## src/rtl/pipe_stall_ctrl.sv

```systemverilog
// -----------------------------------------------------------------------------
// pipe_stall_ctrl
//
// Stall/flush sequencer placed directly after the hazard detection unit.
// It turns hazard and control-flow events into write enables and bubble/flush
// controls for the PC, IF/ID and ID/EX registers. Multi-cycle waits for a PC
// redirect are tracked by a small FSM. Stall cycles are counted for
// performance monitoring and deadlock detection.
//
// Optional feature macro: STALL_WATCHDOG_EN
//   When defined, a consecutive-stall count reaching WDOG_LIMIT while in
//   DSTALL or PCWAIT sets the sticky wdog_err and forces the FSM back to RUN.
//   The cycle after that is a flush cycle. When undefined, wdog_err is tied low.
//
// Ports
//   clk           in   system clock; all state changes on the rising edge
//   rst_n         in   asynchronous active-low reset
//   data_hazard   in   register source not yet written back
//   PC_hazard     in   return target pending
//   PC_update     in   redirect target computed this cycle (held until pc_en)
//   branch_taken  in   branch resolved taken in EX
//   halt          in   HLT decoded in ID
//   pc_en         out  PC register write enable
//   ifid_en       out  IF/ID register write enable
//   ifid_flush    out  clear IF/ID to NOP on the next edge
//   idex_bubble   out  load NOP into ID/EX on the next edge
//   halted        out  core halted (sticky until reset)
//   stall_cnt     out  consecutive stall cycles, saturating
//   stall_total   out  total stall cycles since reset, saturating
//   wdog_err      out  watchdog tripped, sticky
// -----------------------------------------------------------------------------
module pipe_stall_ctrl #(
    parameter int CNT_W      = 8,
    parameter int PERF_W     = 16,
    parameter int WDOG_LIMIT = 64
) (
    input  logic              clk,
    input  logic              rst_n,
    input  logic              data_hazard,
    input  logic              PC_hazard,
    input  logic              PC_update,
    input  logic              branch_taken,
    input  logic              halt,
    output logic              pc_en,
    output logic              ifid_en,
    output logic              ifid_flush,
    output logic              idex_bubble,
    output logic              halted,
    output logic [CNT_W-1:0]  stall_cnt,
    output logic [PERF_W-1:0] stall_total,
    output logic              wdog_err
);

    typedef enum logic [2:0] {
        RUN    = 3'd0,
        DSTALL = 3'd1,
        PCWAIT = 3'd2,
        FLUSH  = 3'd3,
        HALTED = 3'd4
    } state_t;

    state_t            state;
    state_t            state_nxt;
    logic              pc_en_raw;
    logic              ifid_en_raw;
    logic              flush_raw;
    logic              bubble_raw;
    logic              stall_inc;
    logic [CNT_W-1:0]  stall_cnt_nxt;
    logic [PERF_W-1:0] stall_total_nxt;
    logic              wdog_trip;
    logic              wdog_kick;

    // Reject a watchdog limit the consecutive-stall counter can never reach.
    if (WDOG_LIMIT < 1 || WDOG_LIMIT >= (1 << CNT_W)) begin : g_bad_wdog_limit
        $error("pipe_stall_ctrl: WDOG_LIMIT must lie in 1 .. 2**CNT_W-1");
    end

    function automatic logic [CNT_W-1:0] sat_inc_cnt(input logic [CNT_W-1:0] v);
        return (v == {CNT_W{1'b1}}) ? v : v + CNT_W'(1);
    endfunction

    function automatic logic [PERF_W-1:0] sat_inc_perf(input logic [PERF_W-1:0] v);
        return (v == {PERF_W{1'b1}}) ? v : v + PERF_W'(1);
    endfunction

    // Next state and raw controls; the enables react to hazards in the same
    // cycle, so everything here is combinational from state and inputs.
    always_comb begin
        state_nxt   = state;
        pc_en_raw   = 1'b1;
        ifid_en_raw = 1'b1;
        flush_raw   = 1'b0;
        bubble_raw  = 1'b0;
        case (state)
            RUN, DSTALL: begin
                if (wdog_kick) begin
                    // Recovery cycle after a watchdog trip: drop whatever
                    // was stuck in IF/ID and refetch.
                    flush_raw  = 1'b1;
                    bubble_raw = 1'b1;
                    state_nxt  = RUN;
                end else if (halt) begin
                    pc_en_raw   = 1'b0;
                    ifid_en_raw = 1'b0;
                    bubble_raw  = 1'b1;
                    state_nxt   = HALTED;
                end else if (PC_hazard) begin
                    // Any PC_update arriving together with the hazard is
                    // ignored here; the PC logic holds it until pc_en=1.
                    pc_en_raw   = 1'b0;
                    ifid_en_raw = 1'b0;
                    bubble_raw  = 1'b1;
                    state_nxt   = PCWAIT;
                end else if (data_hazard) begin
                    pc_en_raw   = 1'b0;
                    ifid_en_raw = 1'b0;
                    bubble_raw  = 1'b1;
                    state_nxt   = DSTALL;
                end else if (branch_taken) begin
                    flush_raw  = 1'b1;
                    bubble_raw = 1'b1;
                    state_nxt  = FLUSH;
                end else begin
                    state_nxt = RUN;
                end
            end
            FLUSH: begin
                if (halt) begin
                    pc_en_raw   = 1'b0;
                    ifid_en_raw = 1'b0;
                    bubble_raw  = 1'b1;
                    state_nxt   = HALTED;
                end else begin
                    flush_raw  = 1'b1;
                    bubble_raw = 1'b1;
                    state_nxt  = RUN;
                end
            end
            PCWAIT: begin
                if (PC_update) begin
                    flush_raw  = 1'b1;
                    bubble_raw = 1'b1;
                    state_nxt  = RUN;
                end else begin
                    pc_en_raw   = 1'b0;
                    ifid_en_raw = 1'b0;
                    bubble_raw  = 1'b1;
                end
            end
            HALTED: begin
                pc_en_raw   = 1'b0;
                ifid_en_raw = 1'b0;
                bubble_raw  = 1'b1;
            end
            default: begin
                state_nxt = RUN;
            end
        endcase
    end

    // A halted core is not stalling, so HALTED freezes both counters.
    always_comb begin
        stall_inc       = !pc_en_raw && (state != HALTED);
        stall_cnt_nxt   = stall_cnt;
        stall_total_nxt = stall_total;
        if (pc_en_raw) begin
            stall_cnt_nxt = '0;
        end else if (stall_inc) begin
            stall_cnt_nxt = sat_inc_cnt(stall_cnt);
        end
        if (stall_inc) begin
            stall_total_nxt = sat_inc_perf(stall_total);
        end
    end

`ifdef STALL_WATCHDOG_EN
    // Trip on the edge where the consecutive count becomes WDOG_LIMIT.
    assign wdog_trip = stall_inc && (state == DSTALL || state == PCWAIT) &&
                       (stall_cnt_nxt == CNT_W'(WDOG_LIMIT));

    always_ff @(posedge clk or negedge rst_n) begin
        if (!rst_n) begin
            wdog_err  <= 1'b0;
            wdog_kick <= 1'b0;
        end else begin
            if (wdog_trip) begin
                wdog_err <= 1'b1;
            end
            wdog_kick <= wdog_trip;
        end
    end
`else
    assign wdog_trip = 1'b0;
    assign wdog_kick = 1'b0;
    assign wdog_err  = 1'b0;
`endif

    always_ff @(posedge clk or negedge rst_n) begin
        if (!rst_n) begin
            state       <= RUN;
            stall_cnt   <= '0;
            stall_total <= '0;
        end else begin
            state       <= wdog_trip ? RUN : state_nxt;
            stall_cnt   <= stall_cnt_nxt;
            stall_total <= stall_total_nxt;
        end
    end

    // While reset is asserted the pipeline is held with a bubble in ID/EX.
    assign pc_en       = rst_n && pc_en_raw;
    assign ifid_en     = rst_n && ifid_en_raw;
    assign ifid_flush  = rst_n && flush_raw;
    assign idex_bubble = !rst_n || bubble_raw;
    assign halted      = (state == HALTED);

endmodule

```

## config.mk

```make
export PLATFORM = sky130hd
export DESIGN_NAME = pipe_stall_ctrl
export DESIGN_NICKNAME = d
export VERILOG_FILES = /design/src/rtl/pipe_stall_ctrl.sv
export SDC_FILE = /design/constraint.sdc
export NUM_CORES = 1
export LEC_CHECK = 0
export ABC_AREA = 0
export CAP_MARGIN = 0
export CORE_MARGIN = 4
export CORE_UTILIZATION = 48
export CTS_CLUSTER_SIZE = 20
export DETAILED_ROUTE_END_ITERATION = 8
export PLACE_DENSITY = 0.78
export REMOVE_ABC_BUFFERS = 1
export SYNTH_ARGS = -nofsm -noshare
export SYNTH_HDL_FRONTEND = slang
export SYNTH_SLANG_ARGS = --single-unit
```

## constraint.sdc

```tcl
create_clock -name clk -period 2.2 [get_ports clk]
set_clock_uncertainty 0.1 [all_clocks]
set_input_delay 0.33 -clock clk [delete_from_list [all_inputs] [get_ports clk]]
set_output_delay 0.33 -clock clk [all_outputs]
set_load 0.005 [all_outputs]
```

==> impl_metrics.toml <==
[synthesis]
muxShareOfSynthArea_pct = 2.97
synthAdderAreaFrac_pct = 1.69
synth_flop_cell = "dfrtp_1"
synth_top_cell_area_share_pct = 45.8
synthArstFlopShare_pct = 100
synth_xor_area_share_pct = 8.90
synthCells = 151
syn_avg_cell_area_sq_um = 9.78
synth_most_common_cell = "dfrtp_1"
synth_compound_area_share_pct = 9.32
syn_area_sq_um = 1480
ys_types = 41
ys_seq_area_share_pct = 45.8
synth_top_family_by_area = "simple AND/OR/NAND/NOR gates"
synth_edf_count = 0
synth_area_leader_cell = "dfrtp_1"
netlist_top_cells_count = "27 x dfrtp_1, 17 x nand2_1, 17 x nor2_1"
yosys.area_share.simple_pct = 28.3
synth-seq-cells = 27
ys_warn_count = 0
synthTopCellsByArea = "dfrtp_1 46%, xnor2_1 5.3%, nand2_1 4.3%"

[clock_tree]
clk_path_buf_depth = 2
cts_tree = "yes"
cts_buffers = 3
clkTransAtPathRegs_ps = 150
htree_levels = 1
insertion_delay_ps = 330
cts.sinks = 27
clock-root-buffer = "clkbuf_4"

[placed_design]
port-buffer-count = 35
placed_area_sq_um = 1990
dp_hpwl_um = 2660
gp_congestion = 0.872

[route]
drt_iter0_markers = 68
vias_per_cell = 5.50
wire_per_inst_um = 14.2
wl_um = 3470
dr.pass1.iters = 4
drc = 0
ant_nets = 0
vias = 1343

[setup_path]
crit_path_start_kind = "flip-flop"
r2r_slack_ps = 120
cpLargestDelayFamily = "flip-flops"
setup.worst_path.end = "ifid_en"
path_buf_inv = 3
critPathKind = "flip-flop to primary output"
timing.rr.start = "state[1]$_DFFE_PN0P_"
required_ps = 1770
cpPeakStageDelay_ps = 460
path_depth = 7
worst_path_most_repeated_cell = "o21ai_2"
cp_max_fo = 3
critPathSlowestCell = "dfrtp_2"
crit_path_cell_trace = "buf_6, buf_4, nor2b_4, o21ai_2, o21ai_2, and2_1, clkdlybuf4s15_1"
arrival_ps = 1690
endpoint_kind = "primary output"
reg2reg_depth = 10
reg2reg_to = "stall_total[2]$_DFFE_PN0P_"
startpoint = "state[1]$_DFFE_PN0P_"

[grt]
grt_max_degree = 17
grt_pass1_wl_um = 6080
antenna_found_initial = 0
grt_usage_pct = 18.3
grt_pass1_vias = 1308
grt_remaining_overflow = 0

[timing]
hold_viol = 0
maxSlewViolCount = 0
post-route-min-period_ps = 2120
fmax_mhz = 471
setup_viol = 0
finalCritPeriodShare_pct = 96.5
hold_ws_ps = 329
rsz0062_at_grt = "false"
final.setup.tns_ps = 0

[pwr]
peakVddDrop_mv = 0.573
power_density_nw_per_um2 = 774
p_leak_nw = 0.894

[job]
cap_violations = 0

[die]
core.rowCount = 19
die_w_um = 63.5
die_area_sq_um = 4030
initial_core_util_pct = 51.8
io_pins = 37
core_sq_um = 2850
fp.dieH_um = 63.5

[final_layout]
drive_gt1_share_pct = 23.0
nets = 223
post-route-util_pct = 73.4
finalInstanceArea_sq_um = 2090
antennaDiodeCount = 0
area_delta_synth_final_pct = 41.9

[min_path]
holdCritPathClass = "input port to asynchronous set/reset pin"

[outcome]
outcome = "finished, final reports clean"
==> power by group <==
group          leakage (nW)  internal, mW  switching (mW)
Clock                0.0177        0.0683           0.150
Sequential            0.343         0.595           0.130
Combinational         0.533         0.401           0.277
Total                 0.894          1.06           0.557
==> state kept, by name, indices dropped and copies added (netlist names) <==
register and flops:
stall_cnt 8, stall_total 16, state 3
==> stage by stage <==
stage	setup slack, ps	power [mW]	cells
floorplan	279	0.977	147
global placement	-274	1.34	233
detailed placement	-302	1.37	233
CTS	-64.4	1.61	243
global route	21.5	1.73	244
finish	76.6	1.62	244
==> logic make-up (layout without fill, tap and decap cells) <==
family / count (synthesis) / count (layout)
buf+inv: 7 / 69
simple gates: 73 / 73
xor+xnor: 15 / 15
flops: 27 / 27
fa+ha+maj: 2 / 2
mux: 4 / 4
other cells: 1 / 1
compound gates: 22 / 22
==> final cells by class <==
cell class / count / area (sq um)
fill: 214 / 758
timing repair buffer: 62 / 561
multi-input combinational: 117 / 779
tap: 31 / 38.8
inverter: 3 / 11.3
sequential: 27 / 677
clock inverter: 1 / 5.00
clock buffer: 3 / 22.5
==> metal layers <==
metal	vias up	track usage (%)	routed length (um)	part of all wire [%]
met4	0	3.50	29	0.84
met3	4	2.49	156	4.5
met5	-	0	0	0
li1	661	-	-	-
met1	640	23.5	1540	44
met2	38	33.0	1740	50
==> how the worst min path moves through the flow <==
stage / from / to / slack (ps) / cells after the start
3_3_place_gp: stall_total[10]$_DFFE_PN0P_ / stall_total[10]$_DFFE_PN0P_ / 390 / 1
5_1_grt: data_hazard / state[0]$_DFFE_PN0P_ / 340 / 3
2_1_floorplan: rst_n / stall_cnt[0]$_DFFE_PN0P_ / -70 / 0
3_5_place_dp: stall_total[10]$_DFFE_PN0P_ / stall_total[10]$_DFFE_PN0P_ / 410 / 1
4_1_cts: rst_n / stall_total[8]$_DFFE_PN0P_ / 330 / 2
6_report: rst_n / stall_total[10]$_DFFE_PN0P_ / 330 / 2
==> layout by cell type (no fill, tap or decap), types with 4 or more instances in the layout <==
master and instances:
clkdlybuf4s50_1 27, dfrtp_1 26, buf_4 25, nor2_1 16, nand2_1 16, xnor2_1 9, a21oi_1 8, nand4_1 7
nand3_1 6, xor2_1 6, o21ai_0 4, and3_1 4, nor3_1 4
==> repair_timing <==
| action | 4_1_cts | 5_1_grt |
|---|---|---|
| pin swaps | 4 | 3 |
| gates resized for setup | 11 | 12 |
| buffers inserted | 6 | 1 |
| hold buffers | 0 | 0 |
| cloned | 0 | 0 |
| setup endpoints to repair | 5 | 5 |
Power figures use the tool's default switching activity.
